[src/rtl/fib_arb_pkg.sv]
// Shared types for the Fibonacci engine arbiter: sequencer states and id-width helper.
package fib_arb_pkg;

    typedef enum logic [1:0] {
        StIdle,
        StIssue,
        StWait,
        StResp
    } arb_state_e;

    // Width of a requester index; never below one bit so a 2-port build still has a register.
    function automatic int unsigned id_width(input int unsigned n_req);
        return (n_req > 2) ? $clog2(n_req) : 1;
    endfunction

    localparam int unsigned NReqDefault = 4;
    localparam int unsigned IdWidth     = id_width(NReqDefault);

endpackage

[src/rtl/rr_arbiter.sv]
// Combinational round-robin pick: the first set request at or above ptr, else the lowest set one.
module rr_arbiter
    import fib_arb_pkg::*;
#(
    parameter int unsigned N   = 4,
    parameter int unsigned IdW = id_width(N)
) (
    input  logic [N-1:0]   req,
    input  logic [IdW-1:0] ptr,
    output logic [N-1:0]   gnt,
    output logic [IdW-1:0] gnt_idx,
    output logic           any_gnt
);

    always_comb begin
        gnt_idx = '0;
        any_gnt = 1'b0;
        // Descending scans leave the lowest match; the at-or-above-ptr scan overrides the wrap.
        for (int i = int'(N) - 1; i >= 0; i--) begin
            if (req[i]) begin
                any_gnt = 1'b1;
                gnt_idx = IdW'(i);
            end
        end
        for (int i = int'(N) - 1; i >= 0; i--) begin
            if (req[i] && (i >= int'(ptr))) begin
                gnt_idx = IdW'(i);
            end
        end
        gnt = any_gnt ? (N'(1) << gnt_idx) : '0;
    end

endmodule

[src/rtl/fib_engine_arbiter.sv]
// Round-robin sequencer sharing one multi-cycle Fibonacci engine between N_REQ requesters.
// Optional cycle/job counters are built only when FIB_ENGINE_ARBITER_PERF_EN is defined.
module fib_engine_arbiter
    import fib_arb_pkg::*;
#(
    parameter int unsigned N_REQ  = 4,
    parameter int unsigned DATA_W = 32
) (
    input  logic                    clk,
    input  logic                    reset_n,
    input  logic [N_REQ-1:0]        req_valid,
    output logic [N_REQ-1:0]        req_ready,
    input  logic [N_REQ*DATA_W-1:0] req_count,
    output logic [N_REQ-1:0]        rsp_valid,
    input  logic [N_REQ-1:0]        rsp_ready,
    output logic [DATA_W-1:0]       rsp_data,
    output logic                    eng_start,
    output logic [DATA_W-1:0]       eng_count,
    input  logic                    eng_done,
    input  logic [DATA_W-1:0]       eng_result,
    output logic [31:0]             perf_busy_cycles,
    output logic [31:0]             perf_jobs
);

    localparam int unsigned IdW = id_width(N_REQ);

    arb_state_e        state_q, state_d;
    logic [IdW-1:0]    ptr_q, ptr_d;
    logic [IdW-1:0]    id_q, id_d;
    logic [DATA_W-1:0] count_q, count_d;
    logic [DATA_W-1:0] result_q, result_d;
    logic [N_REQ-1:0]  gnt;
    logic [IdW-1:0]    gnt_idx;
    logic              any_gnt;
    logic              rsp_hs;

    rr_arbiter #(
        .N   (N_REQ),
        .IdW (IdW)
    ) u_rr_arbiter (
        .req     (req_valid),
        .ptr     (ptr_q),
        .gnt     (gnt),
        .gnt_idx (gnt_idx),
        .any_gnt (any_gnt)
    );

    assign rsp_hs    = (state_q == StResp) && rsp_ready[id_q];
    assign eng_count = count_q;

    always_ff @(posedge clk or negedge reset_n) begin
        if (!reset_n) begin
            state_q  <= StIdle;
            ptr_q    <= '0;
            id_q     <= '0;
            count_q  <= '0;
            result_q <= '0;
        end else begin
            state_q  <= state_d;
            ptr_q    <= ptr_d;
            id_q     <= id_d;
            count_q  <= count_d;
            result_q <= result_d;
        end
    end

    always_comb begin
        state_d  = state_q;
        ptr_d    = ptr_q;
        id_d     = id_q;
        count_d  = count_q;
        result_d = result_q;
        unique case (state_q)
            StIdle: begin
                if (any_gnt) begin
                    state_d = StIssue;
                    id_d    = gnt_idx;
                    count_d = req_count[32'(gnt_idx) * DATA_W +: DATA_W];
                    ptr_d   = (32'(gnt_idx) == N_REQ - 1) ? '0 : IdW'(gnt_idx + 1'b1);
                end
            end
            StIssue: state_d = StWait;
            StWait: begin
                if (eng_done) begin
                    result_d = eng_result;
                    state_d  = StResp;
                end
            end
            StResp: begin
                if (rsp_hs) begin
                    state_d = StIdle;
                end
            end
            default: state_d = StIdle;
        endcase
    end

    always_comb begin
        req_ready = '0;
        rsp_valid = '0;
        rsp_data  = '0;
        eng_start = 1'b0;
        unique case (state_q)
            StIdle:  req_ready = gnt;
            StIssue: eng_start = 1'b1;
            StResp: begin
                rsp_valid = N_REQ'(1) << id_q;
                rsp_data  = result_q;
            end
            default: ;
        endcase
    end

`ifdef FIB_ENGINE_ARBITER_PERF_EN
    logic [31:0] busy_q, jobs_q;

    always_ff @(posedge clk or negedge reset_n) begin
        if (!reset_n) begin
            busy_q <= '0;
            jobs_q <= '0;
        end else begin
            if (state_q != StIdle) begin
                busy_q <= busy_q + 32'd1;
            end
            if (rsp_hs) begin
                jobs_q <= jobs_q + 32'd1;
            end
        end
    end

    assign perf_busy_cycles = busy_q;
    assign perf_jobs        = jobs_q;
`else
    assign perf_busy_cycles = '0;
    assign perf_jobs        = '0;
`endif

endmodule

[config.mk]
export PLATFORM = sky130hd
export DESIGN_NAME = fib_engine_arbiter
export DESIGN_NICKNAME = d
export VERILOG_FILES = /design/src/rtl/fib_arb_pkg.sv /design/src/rtl/rr_arbiter.sv /design/src/rtl/fib_engine_arbiter.sv
export SDC_FILE = /design/constraint.sdc
export NUM_CORES = 1
export LEC_CHECK = 0
export ABC_AREA = 1
export BUFFER_PORTS_ARGS = -buffer_cell sky130_fd_sc_hd__buf_4
export CORE_AREA = 2 2 121 123
export CTS_CLUSTER_SIZE = 14
export DETAILED_ROUTE_END_ITERATION = 8
export DIE_AREA = 0 0 123 125
export PLACE_DENSITY = 0.71
export SYNTH_ARGS = -nofsm -noshare
export SYNTH_HDL_FRONTEND = slang
export SYNTH_HIERARCHICAL = 1
export SYNTH_SLANG_ARGS = --single-unit
export TNS_END_PERCENT = 1
[constraint.sdc]
create_clock -name clk -period 2 [get_ports clk]
set_input_delay 0.1 -clock clk [delete_from_list [all_inputs] [get_ports clk]]
set_output_delay 0.1 -clock clk [all_outputs]
set_load 0.02 [all_outputs]
==> results of run 1 <==
## per-stage QoR
stage | hold WS [ns] | worst slack [ns]
4_1_cts | 0.00381 | 0.0266
2_1_floorplan | -0.196 | 0.433
5_1_grt | 0.00684 | 0.0109
3_5_place_dp | 0.290 | 0.279
6_report | 0.0185 | 0.154
3_3_place_gp | 0.286 | 0.299
## sequential cells by signal, indices dropped and copies added (netlist names)
signal,flops
id_q,2
result_q,32
eng_count,32
ptr_q,2
state_q,2
## critical path, delay by kind of cell (launching register included)
| family | cells | cell delay [ns] |
|---|---|---|
| buffers and inverters | 4 | 0.48 |
| DFF | 1 | 0.40 |
| and+or+nand+nor | 5 | 0.55 |
## layout by cell type (no fill, tap or decap), types with 3 or more instances in the layout
cell type      synthesis  routed
nand3_1                6       6
nand2_2                3       3
buf_4                 70     250
nor3_1                 4       4
conb_1                 1      64
dfrtp_1               70      70
mux2_2                32      32
o22ai_1               19      19
dlygate4sd3_1          0      28
o211ai_1              15      15
o211ai_2              12      12
or2_0                  4       4
inv_1                 46      46
inv_2                  5       4
clkinv_2               0       4
or2_2                  6       6
clkbuf_16              0      11
buf_12                 0       4
nor2_1                43      43
o21ai_1               33      33
ha_1                   5       5
o21ai_0               18      18
or2_1                 19      19
nand2_1              133     133
## cells by family (layout without fill, tap and decap cells)
logic type,count (synthesis),in the layout,synth area share [%]
AOI/OAI and AO/OA,100,100,14.2
adders and majority gates,5,5,1.34
buffers and inverters,147,350,19.1
DFF,70,70,37.5
muxes,32,32,7.71
other,1,64,0.0802
and+or+nand+nor,221,221,20.1
## layer usage
layer  part of all wire, %  routed length [um]  vias up
met5                     0                   0        -
met3                   8.0                1090       12
met1                    39                5290     2080
met2                    52                7140      175
met4                   1.0                 140        0
li1                      -                   -     2258
## power by group
group / total (W) / internal [W] / switching [W] / leakage, nW
sequential: 0.00255 / 0.00215 / 0.000397 / 0.845
clock: 0.00155 / 0.000982 / 0.000570 / 0.148
combinational: 0.00552 / 0.00238 / 0.00314 / 2.84
total: 0.00962 / 0.00552 / 0.00410 / 3.84
## area by class of cell
type | instances | area (um2) | share of cell area (%)
inverters | 51 | 194 | 2.76
clock buffers | 10 | 239 | 3.40
flip-flops and latches | 70 | 1750 | 25.0
well taps | 184 | 230 | 3.28
repair buffers | 284 | 2290 | 32.6
clock inverters | 5 | 50.0 | 0.713
multi-input cells | 422 | 2270 | 32.3
## timing repair
action / in CTS / in global routing
endpoints found under the hold margin: 97 / 0
hold buffers: 28 / 0
endpoints found under the setup margin: 0 / 1
buffers inserted: 0 / 0
gates resized for setup: 0 / 1
## path summary, 6_finish.rpt
path / depth (start not counted) / startpoint / to
min in group asynchronous: 2 / reset_n / eng_count[16]$_DFFE_PN0P_
setup / recovery: 9 / ptr_q[1]$_DFFE_PN0P_ / req_ready[2]
hold / removal: 2 / eng_result[1] / result_q[1]$_DFFE_PN0P_
max in group asynchronous: 2 / reset_n / result_q[8]$_DFFE_PN0P_
setup reg to reg: 8 / ptr_q[1]$_DFFE_PN0P_ / eng_count[18]$_DFFE_PN0P_
hold reg to reg: 2 / eng_count[6]$_DFFE_PN0P_ / eng_count[6]$_DFFE_PN0P_
==> impl_metrics.toml, run 1 <==
[status]
status = "completed"

[critical_path]
critPathLaunchType = "flop"
cp_cell_sequence = "or2_1 -> nand2_1 -> nand2_2 -> inv_4 -> buf_12 -> nor2_1 -> nand2_1 -> inv_1 -> buf_4"
slowest_delay_ns = 0.40
path_class = "flop to output pin"
arrival_ns = 1.75
cpMaxStageDelayCell = "dfrtp_1"
crit_path_end_kind = "output pin"
crit_fanout = 17
path_common_cell = "nand2_1"
ff2ff_setup_slack_ns = 0.24
required_ns = 1.90

[logic_synthesis]
synth-edff-count = 0
yosys_warnings = 6
synthDistinctLibCells = 30
yosysTopAreaCellShare_pct = 37.5
synthArstFlopShare_pct = 100
synthMostInstantiatedCell = "nand2_1"
syn_inst = 576
synth_flop_cell = "dfrtp_1"
synth-seq-cells = 70
synth_area_um2 = 4680
yosys.area.top_type = "dfrtp_1"
synth.top_cells.by_count = "nand2_1 (133), buf_4 (70), dfrtp_1 (70), inv_1 (46), nor2_1 (43)"
synth.area.top_cells = "dfrtp_1 (37%), buf_4 (11%), nand2_1 (11%), mux2_2 (7.7%), inv_1 (3.7%)"
ys_seq_area_share_pct = 37.5
avgSynthCellArea_um2 = 8.12

[sta]
tns_ns = 0
finalHoldViolations = 0
relSlewSlack_pct = 39.4
min_period_over_period_pct = 92.3
rsz0062_at_grt = "no"
final_max_slew_viol_count = 0
setup_viol = 0
final.min_clock_period_ns = 1.85
fmaxAchievable_mhz = 542
tightest_slew_ns = 0.909
finClkSkew_ns = 0.00719

[global_route]
use_met1_pct = 18.6
grt_pass1_vias = 4291
grt_pass1_wl_um = 20800
overflow = 0
antenna_found_initial = 0
grt_start_max_net_pins = 71
grt_usage_pct = 17.0
grt.met3_usage_pct = 5.52
use_met2_pct = 31.3
grt.busiest_layer = "met2"

[placement]
dp.cells = 981
dp_hpwl_um = 9820
placed_area_um2 = 6400
place.gp.congestion = 0.776
io_buffer_count = 243

[cts]
worstSkewPairLatency_ns = 0.33
htreeDepth = 3
clock_path_buffers = 2
clkTransAtPathRegs_ns = 0.05
root_buffer = "clkbuf_16"
cts_sinks = 70
cts_buffers = 9
cts_tree = "built"

[cells_and_area]
fin_area_um2 = 7020
fin_cells = 1026
fillCellCount = 1367
num_antenna_cells = 0
finish.utilization_pct = 49.4
drive_gt1_share_pct = 39.5
areaGrowthSynthToFinish_pct = 50.1
layout.nets = 1014

[pwr]
power.total_w = 0.00962
powerDensity_nw_per_um2 = 1370
ir_worst_vdd_mv = 0.501
leakagePower_nw = 3.84

[floorplanning]
std_cell_rows = 44
dieHeight_um = 125
core_area_um2 = 14200
die_w_um = 123
start_util_pct = 32.9
pin_count = 308
dieArea_um2 = 15400

[routing]
postRouteAntennaNets = 0
dr.pass1.iters = 4
drcViolationCount = 0
vias_per_cell = 4.41
vias = 4525
wl_um = 13700
drt_iter0_markers = 142
detail_route.wl_per_cell_um = 13.3

[hold_path]
hold_class = "primary input to flop"

[job]
maxCapViolCount = 0
No activity file was read; power rests on OpenSTA's default activity.
==> run 2: changes to the inputs <==
--- a/config.mk
+++ b/config.mk
@@ -7,13 +7,12 @@
 export LEC_CHECK = 0
 export ABC_AREA = 1
 export BUFFER_PORTS_ARGS = -buffer_cell sky130_fd_sc_hd__buf_4
-export CORE_AREA = 2 2 121 123
+export CORE_AREA = 2 2 118 120
 export CTS_CLUSTER_SIZE = 14
 export DETAILED_ROUTE_END_ITERATION = 8
-export DIE_AREA = 0 0 123 125
-export PLACE_DENSITY = 0.71
+export DIE_AREA = 0 0 120 122
+export PLACE_DENSITY = 0.78
 export SYNTH_ARGS = -nofsm -noshare
 export SYNTH_HDL_FRONTEND = slang
-export SYNTH_HIERARCHICAL = 1
 export SYNTH_SLANG_ARGS = --single-unit
 export TNS_END_PERCENT = 1
==> impl_metrics.toml, run 2 <==
[sta]
tightest_slew_ns = 0.632
fin_hold_ws_ns = 0.0140
min_period_over_period_pct = 91.8
setup_viol = 0
finClkSkew_ns = 0.00839
final_max_slew_viol_count = 0
rsz0062_at_grt = "yes"
tns_ns = 0
finalHoldViolations = 0
final.min_clock_period_ns = 1.84
relSlewSlack_pct = 57.9
fmaxAchievable_mhz = 545

[cts]
cts_sinks = 70
cts_tree = "built"
htreeDepth = 3
cts_buffers = 9
root_buffer = "clkbuf_16"
clkTransAtPathRegs_ns = 0.05
clock_path_buffers = 2
worstSkewPairLatency_ns = 0.33

[pwr]
comb_power_share_pct = 57.1
ir_worst_vdd_mv = 0.496
switchingPower_w = 0.00433
p_sw_share_pct = 43.9
powerDensity_nw_per_um2 = 1310
p_int_w = 0.00552
power_frac_clock_pct = 17.0
power.total_w = 0.00984
seqPwrFrac_pct = 25.8
leakagePower_nw = 4.74

[floorplanning]
std_cell_rows = 43
dieArea_um2 = 14600
core_area_um2 = 13500
die_w_um = 120
start_util_pct = 38.9
pin_count = 308
dieHeight_um = 122

[global_route]
use_met2_pct = 36.8
grt_usage_pct = 20.1
grt_pass1_wl_um = 23400
grt.busiest_layer = "met2"
use_met1_pct = 23.3
antenna_found_initial = 0
grt.met3_usage_pct = 5.15
overflow = 0
grt_start_max_net_pins = 65
grt_pass1_vias = 4975

[logic_synthesis]
syn_inst = 790
synth.area.top_cells = "dfrtp_1 (33%), nand2_1 (17%), nand3_1 (13%), inv_1 (12%), buf_4 (10%)"
synth-seq-cells = 70
ys_seq_area_share_pct = 33.3
synth_flop_cell = "dfrtp_1"
synthArstFlopShare_pct = 100
synth-edff-count = 0
synth.top_cells.by_count = "nand2_1 (241), inv_1 (172), nand3_1 (136), buf_4 (70), dfrtp_1 (70)"
yosys.area.top_type = "dfrtp_1"
avgSynthCellArea_um2 = 6.66
synthMostInstantiatedCell = "nand2_1"
yosysTopAreaCellShare_pct = 33.3
synth_area_um2 = 5260
synthDistinctLibCells = 19
yosys_warnings = 0

[hold_path]
hold_depth = 2
min_to = "result_q[4]$_DFFE_PN0P_"
hold_class = "primary input to flop"
hp-start = "eng_result[4]"

[routing]
vias_per_cell = 4.40
drcViolationCount = 0
wl_um = 15000
detail_route.wl_per_cell_um = 12.3
vias = 5359
dr.pass1.iters = 5
drt_iter0_markers = 275
postRouteAntennaNets = 0

[critical_path]
worstRegToRegCells = 10
path_class = "flop to output pin"
critPathLaunchType = "flop"
slowest_delay_ns = 0.40
crit_path_end_kind = "output pin"
cp_cell_sequence = "inv_2 -> ha_1 -> inv_2 -> nor2_4 -> buf_12 -> nand2_1 -> nor2_1 -> buf_4"
required_ns = 1.90
cpMaxStageDelayCell = "dfrtp_1"
ff2ff_setup_slack_ns = 0.32
path_common_cell = "inv_2"
reg2reg_to = "eng_count[10]$_DFFE_PN0P_"
arrival_ns = 1.74
rr_startpoint = "ptr_q[1]$_DFFE_PN0P_"
crit_fanout = 37

[status]
status = "completed"

[cells_and_area]
fin_cells = 1218
areaGrowthSynthToFinish_pct = 42.9
num_antenna_cells = 0
drive_gt1_share_pct = 30.7
finish.utilization_pct = 55.7
fillCellCount = 1298
layout.nets = 1211
final_cell_mix = "buf_4 (255), nand2_1 (239), inv_1 (169), nand3_1 (135), dfrtp_1 (70)"
regArea_um2 = 1750
multi_input_area_um2 = 2410
final_common_cell = "buf_4"

[job]
maxCapViolCount = 0

[placement]
dp_hpwl_um = 11200
dp.cells = 1184
io_buffer_count = 243
place.gp.congestion = 0.820
## run 2: changes by cell type in the layout (fill, tap and decap cells not counted), moves of 12 or more
cell / before / now
o21ai_1: 33 / 0
o211ai_2: 12 / 0
nand3_1: 6 / 135
dlygate4sd3_1: 28 / 16
o21ai_0: 18 / 6
o22ai_1: 19 / 1
nor2_1: 43 / 8
nand2_1: 133 / 239
inv_1: 46 / 169
or2_1: 19 / 0
o211ai_1: 15 / 0
## run 2: cell families after synthesis
kind of cell / after synthesis / share of synthesized area, %
AND/OR/NAND/NOR: 392 / 31.5
other: 1 / 0.0713
flip-flops: 70 / 33.3
multiplexers: 32 / 6.85
buffers and inverters: 280 / 25.9
adder cells (fa/ha/maj): 6 / 1.43
AO/OA/AOI/OAI: 9 / 0.999
## run 2: worst max path at each step
stage	startpoint	cells after the start	to
floorplan	ptr_q[1]$_DFFE_PN0P_	8	req_ready[0]
global placement	state_q[0]$_DFFE_PN0P_	8	req_ready[3]
detailed placement	state_q[0]$_DFFE_PN0P_	8	req_ready[3]
CTS	ptr_q[1]$_DFFE_PN0P_	8	req_ready[1]
global route	ptr_q[1]$_DFFE_PN0P_	9	req_ready[2]
finish	state_q[0]$_DFFE_PN0P_	8	req_ready[3]
## run 2: what timing repair did
action                                 in CTS  in global routing
buffers inserted                            0                  3
pin swaps                                   0                  2
setup endpoints to repair                   3                  4
endpoints found under the hold margin      48                  0
hold buffers                               16                  0
resized for setup                           5                  4
## run 2: area by class of cell
| class | instances | share of cell area [%] |
|---|---|---|
| clock inverters | 6 | 1.17 |
| clock buffers | 9 | 3.00 |
| multi-input cells | 503 | 32.1 |
| well taps | 180 | 3.00 |
| inverters | 175 | 8.74 |
| repair buffers | 275 | 28.7 |
| flip-flops and latches | 70 | 23.3 |
## run 2: power groups by stage
| stage | clock [W] | sequential, W | combinational [W] |
|---|---|---|---|
| after floorplan | 0 | 0.00286 | 0.00338 |
| after global placement | 0 | 0.00252 | 0.00546 |
| after detailed placement | 0 | 0.00255 | 0.00554 |
| after CTS | 0.00172 | 0.00253 | 0.00562 |
| after global routing | 0.00177 | 0.00264 | 0.00624 |
| final | 0.00167 | 0.00254 | 0.00563 |
## run 2: per-stage QoR
step                worst slack (ns)  cell area (um2)
detailed placement             0.224             6990
finish                         0.165             7520
global route                -0.00880             7520
CTS                           0.0225             7490
global placement               0.257             6990
floorplan                      0.399             5500
## run 2: critical path: cells and delay by family (launching register included)
kind	cells	cell delay, ns
adder cells (fa/ha/maj)	1	0.17
buffers and inverters	4	0.53
flip-flops	1	0.40
AND/OR/NAND/NOR	3	0.32
## run 2: per-layer routing
layer  vias up  share of wire, %
li1       2712                 -
met1      2407                40
met2       229                51
met3        11               8.5
met4         0              0.97
met5         -                 0
